[src/rtl/rx_fsm.sv]
// rx_fsm: PCIe RX TLP sequencer steering header/payload beats into OCP engine registers
module rx_fsm #(
    parameter int keep_width = 8
) (
    input  logic                  rx_reset,
    input  logic                  rx_clk,
    input  logic                  rx_valid,
    input  logic [keep_width-1:0] rx_keep,
    input  logic                  rx_last,
    output logic                  rx_ready,
    input  logic                  tx_header_fifo_ready,
    output logic                  tx_header_fifo_valid,
    input  logic                  ocp_ready,
    input  logic [1:0]            optype,
    output logic [2:0]            ocp_reg_ctl
);
    typedef enum logic [1:0] {S_IDLE, S_HDR2, S_PAYLOAD, S_CPL} state_t;
    localparam logic [2:0] CTL_IDLE  = 3'b000;
    localparam logic [2:0] CTL_H1    = 3'b001;
    localparam logic [2:0] CTL_H2    = 3'b010;
    localparam logic [2:0] CTL_DATA3 = 3'b011;
    localparam logic [2:0] CTL_DATA4 = 3'b100;
    state_t     state, state_nxt;
    logic [1:0] optype_q, optype_nxt;
    logic       unused_keep;
    assign unused_keep = ^rx_keep;
    // state and latched TLP class; reset abandons any TLP in flight
    always_ff @(posedge rx_clk or posedge rx_reset) begin
        if (rx_reset) begin
            state    <= S_IDLE;
            optype_q <= 2'b00;
        end else begin
            state    <= state_nxt;
            optype_q <= optype_nxt;
        end
    end
    // next state and combinational handshake/register-select outputs; all quiet while in reset
    always_comb begin
        state_nxt            = state;
        optype_nxt           = optype_q;
        rx_ready             = 1'b0;
        tx_header_fifo_valid = 1'b0;
        ocp_reg_ctl          = CTL_IDLE;
        if (!rx_reset) begin
            case (state)
                S_IDLE: begin
                    rx_ready = 1'b1;
                    if (rx_valid) begin
                        ocp_reg_ctl = CTL_H1;
                        state_nxt   = rx_last ? S_IDLE : S_HDR2;
                    end
                end
                S_HDR2: begin
                    rx_ready = 1'b1;
                    if (rx_valid) begin
                        ocp_reg_ctl = CTL_H2;
                        optype_nxt  = optype;
                        state_nxt   = !rx_last ? S_PAYLOAD : (optype == 2'b00) ? S_CPL : S_IDLE;
                    end
                end
                S_PAYLOAD: begin
                    rx_ready = ocp_ready;
                    if (rx_valid && ocp_ready) begin
                        ocp_reg_ctl = (optype_q == 2'b01) ? CTL_DATA3 :
                                      (optype_q == 2'b10) ? CTL_DATA4 : CTL_IDLE;
                        state_nxt   = rx_last ? S_IDLE : S_PAYLOAD;
                    end
                end
                S_CPL: begin
                    tx_header_fifo_valid = 1'b1;
                    state_nxt            = tx_header_fifo_ready ? S_IDLE : S_CPL;
                end
                default: state_nxt = S_IDLE;
            endcase
        end
    end
endmodule

[config.mk]
export PLATFORM = sky130hd
export DESIGN_NAME = rx_fsm
export DESIGN_NICKNAME = d
export VERILOG_FILES = /design/src/rtl/rx_fsm.sv
export SDC_FILE = /design/constraint.sdc
export NUM_CORES = 1
export LEC_CHECK = 0
export ABC_AREA = 0
export CAP_MARGIN = 0
export CORE_AREA = 2 2 39 41
export CTS_BUF_LIST = sky130_fd_sc_hd__clkbuf_8
export CTS_CLUSTER_SIZE = 10
export DETAILED_ROUTE_END_ITERATION = 7
export DIE_AREA = 0 0 41 43
export DONT_BUFFER_PORTS = 1
export HOLD_SLACK_MARGIN = 0.03
export PLACE_DENSITY_LB_ADDON = 0.2
export SKIP_LAST_GASP = 1
export SLEW_MARGIN = 20
export SYNTH_ARGS = -nofsm -noshare
export SYNTH_HDL_FRONTEND = slang
export SYNTH_SLANG_ARGS = --single-unit
[constraint.sdc]
create_clock -name rx_clk -period 1.5 [get_ports rx_clk]
set_clock_uncertainty 0.2 [all_clocks]
set_input_delay 0.45 -clock rx_clk [delete_from_list [all_inputs] [get_ports rx_clk]]
set_output_delay 0.45 -clock rx_clk [all_outputs]
set_load 0.005 [all_outputs]
* Word-level counts from Yosys, hierarchy flattened
Cells that the tools add are included.
** Storage, ports and cells
- Register bits :: 4
- Latch bits :: 0
- RAM bits :: 0
- Bits in read-only memories :: 0
- Bits of input ports :: 16
- Output and inout port bits :: 5
- Word-level logic and storage cells :: 37
- Memories kept :: 0
** Operators by class
- Add/subtract/negate cells :: 0
- $mul :: 0
- Divide/modulo/power cells :: 0
- $lt $le $gt $ge :: 0
- Equality and inequality tests :: 8
- Shift operators :: 0
- Mux-type cells :: 20
- Bitwise logic cells :: 1
- Reductions and logical operators :: 6
** Operators by type and width (number)
- 2-to-1 mux 2 bit :: 8
- 2-to-1 mux 3 bit :: 4
- case mux 3 bit (3 select lines) :: 1
- case mux 2 bit (4 select lines) :: 1
- equality test 2 bit (second input constant) :: 3
- inequality test 2 bit (second input constant) :: 3
- 2-to-1 mux 1 bit :: 5
- equality test 2 x 1 -> 1 bit (second input constant) :: 2
- zero test 2 bit :: 2
- AND reduction 4 bit :: 1
- AND reduction 3 bit :: 1
- case mux 1 bit (2 select lines) :: 1
- OR reduction 2 bit :: 1
- logical AND 1 bit :: 1
- inverter 1 bit :: 1

* Depth between registers and ports, before layout
- Word-level depth :: 6
- Gate-level depth with buffers :: 4
- Mapped depth without buffers :: 4

* Least setup slack after synthesis
OpenSTA, ideal clock, no wires.
- Kind :: register to output
- From :: register optype_q[1]
- To :: output ocp_reg_ctl[1]
- Arrival time :: 946 ps
- Data required time :: 850 ps
- Path slack :: -96 ps
- Stages on the path, launching flop included :: 5
- Path buffers :: 0
- Cells stage by stage :: dfrtp_1 nor2b_1 nand3_2 mux2_2 nor2_2
** Between the ends
- Longest elaborated chain between the ends :: 5
** Ends and longest elaborated chain
- start: declaration :: RTL line 24 : logic [1:0] optype_q, optype_nxt;
- start signal: assignment :: RTL line 34 : optype_q <= optype_nxt;
- equality test 2 x 1 -> 1 bit :: RTL line 64 : ocp_reg_ctl = (optype_q == 2'b01) ? CTL_DATA3 :
- 2-to-1 mux 3 bit :: RTL line 64
- 2-to-1 mux 3 bit :: RTL line 63 : if (rx_valid && ocp_ready) begin
- case mux 3 bit (3 select lines) :: RTL line 45 : case (state)
- 2-to-1 mux 3 bit :: RTL line 44 : if (!rx_reset) begin
- end: declaration :: RTL line 15 : output logic [2:0] ocp_reg_ctl
No other way between the ends.

* Worst setup path after layout
- From :: register optype_q[0]
- To :: output ocp_reg_ctl[1]
The elaborated chain is that of the path after synthesis.

==> impl_results.md <==
* Max_cap viols at 0
* Sequential cell area at 101 um^2
* Peak Freq at 546 MHz
* Syn Area/Cell at 9.57 um^2
* Critical-path cell with the highest stage delay: dfrtp_1
* Reg2reg start: state[1]
* Critical path's top delay family: flip-flops
* CP arrival at 1180 ps
* Clk slew on worst S/H paths at 30 ps
* Critical Path End: ocp_reg_ctl[1]
* Total CTS buffers at 3
* Slack of the critical path at -330 ps
* Failing checks: setup timing
* Pwr Density at 1720 nW/um^2
* Worst slew pin tran at 253 ps
* Adder-cell share of the synthesized area at 0%
* R2R cell count at 4
* Setup TNS at -1100 ps
* Die X at 41 um
* Reg2reg end: state[1]
* Final core occ at 37.3%
* Area Growth Syn to Fin at 58.8%
* Initial antenna violation count at 0
* # rows at 14
* Post-DRT Antenna Nets at 0
* Slew Viols, Final at 0
* Cell chain of the critical path: nor2b_4, nand3_2, mux2_2, nor2_2
* Ranking of synthesized cells by area: dfrtp_1 (31%), mux2_1 (6.9%), a21oi_1 (4.6%), nand2b_4 (4.2%), nor3b_2 (3.8%)
* Worst path depth at 4
* Fill cell count at 139
* Synth Area in Compound Gates at 20.4%
* Global-route wire length before repair at 1.38 mm
* Initial core utilization at 23.5%
* Tmin final at 1830 ps
* CP Launch Type: flop
* Dpl cell area at 397 um^2
* # setup viols final at 6
* Synthesized flop and latch total at 4
* CP peak stage delay at 360 ps
* Crit path required time at 850 ps
* Synth area leader: dfrtp_1
* DPL Wire Length at 634 um
* Clk buf depth at 2
* Largest family of logic cells by synthesized area: simple AND/OR/NAND/NOR gates
* Worst VDD drop at 0.792 mV
* Post-synthesis mux area share at 10.4%
* Drt initial violations at 0
* Post-Synth XOR/XNOR Area at 0%
* Total of warnings raised by yosys at 0
* Die H at 43 um
* Synth Area in Simple Gates at 30.4%
* Mapped Area at 325 um^2
* Worst path buffer plus inverter count at 0
* CORE AREA at 1380 um^2
* Outcome: complete, but fails checks
* Crit path launch: optype_q[0]
* CTS root buf: clkbuf_8
* Buffers on Ports at 0
* Worst Hold Class: primary input to flop
* Via count at 316
* Final net count at 66
* Largest net degree at the start of global routing at 8
* Via density at 4.94
* Final hold violations at 0
* Io pins at 21
* RSZ-0062 raised after global routing: true
* RD Place Congestion at 0.611
* Ant diodes at 0
* Area of the multi-input gates at 239 um^2
* First drt pass iteration count at 1
* Total GRT Usage at 11.7%
* CTS tree: built
* Layout cells sized above 1 at 60.4%
* H-tree level count at 1
* Post-synth top area share at 30.8%
* Final wirelength at 900 um
* Crit end category: primary output
* Largest fanout on the critical path at 3
* Global route total overflow at 0
* R2R Setup Slk at -30 ps
* Vias in the first global route at 349
* Period utilisation layout at 122%
* # clock sinks at 4
* DRC violations left at 0
* Pre-CTS setup slack at -128 ps
* Syn Inst Count at 34
* Synthesized net count at 50
* Slew headroom at 82.9%
* Die area at 1760 um^2
* Drt wl/cell at 14.1 um
* Total Power at 0.887 mW
* Cell variety after synth at 25
* WS Path Type: flop to primary output
* Leakage power at 0.221 nW
* Worst-skew pair later-pin latency at 210 ps
* Seq/Total Area, Yosys at 30.8%
* Fin area at 517 um^2
-- sequential cells by signal, summed over array words and instances, names as in the netlist --
| register | flops |
|---|---|
| optype_q | 2 |
| state | 2 |
-- worst min-delay path by stage --
stage | start | to | slack, ps | depth (start not counted)
after global routing | rx_last | state[0] | 140 | 1
after CTS | rx_last | state[0] | 130 | 1
after floorplan | rx_reset | optype_q[0] | 30 | 1
final | rx_last | state[0] | 130 | 1
after global placement | rx_reset | optype_q[1] | 120 | 2
after detailed placement | rx_reset | state[1] | 130 | 2
-- area by class of cell --
cell class | count | area share [%]
inverter | 2 | 1.45
timing repair buffer | 13 | 20.8
multi-input combinational | 26 | 46.2
sequential | 4 | 19.6
clock buffer | 3 | 7.99
tap | 16 | 3.87
-- power by group --
part           total, mW  switching [mW]  internal (mW)  leakage (nW)
registers          0.215          0.0561          0.159        0.0485
logic              0.451           0.174          0.277         0.151
clock network      0.220          0.0497          0.171        0.0216
total              0.887           0.280          0.606         0.221
-- per-layer routing --
layer  vias to the layer above  share of wire (%)  global-route usage [%]
met1                       150                 36                    11.4
met3                         0                7.4                    4.71
met5                         -                  0                       0
li1                        156                  -                       -
met2                        10                 57                    20.6
met4                         0                  0                    4.00
-- synthesized netlist by cell type, drive strengths merged --
master / instances
dfrtp: 4
a21oi: 3
mux2: 3
and3: 2
buf: 2
inv: 2
nand2: 2
nand2b: 2
nor2: 2
nor3: 2
a211o: 1
a211oi: 1
a311oi: 1
nand3: 1
nand4b: 1
nor2b: 1
nor3b: 1
o211ai: 1
o32a: 1
o41ai: 1
-- what timing repair did --
| action | in CTS | in global routing |
|---|---|---|
| endpoints found under the hold margin | 4 | 0 |
| pin swaps | 2 | 2 |
| setup buffers | 4 | 0 |
| setup endpoints to repair | 6 | 9 |
| hold buffers | 1 | 0 |
| gates resized for setup | 8 | 3 |
-- through the flow --
stage          instances  hold slack, ps
5_1_grt               64             137
6_report              64             128
4_1_cts               65             130
3_5_place_dp          57             130
3_3_place_gp          57             117
2_1_floorplan         34            26.8
-- placed cells by master (no fill, tap or decap), types with 2 or more instances in the layout --
| master | instances |
|---|---|
| inv_1 | 2 |
| dfrtp_1 | 3 |
| buf_6 | 2 |
| nand2_1 | 2 |
| a21oi_2 | 2 |
| buf_4 | 10 |
| clkbuf_8 | 3 |
| nor3_2 | 2 |
-- cells by family after synthesis --
family,count (synthesis)
and+or+nand+nor,14
AOI/OAI and AO/OA,9
DFF,4
buffers and inverters,4
muxes,3
Note: power is estimated with default switching activity, not from simulation.
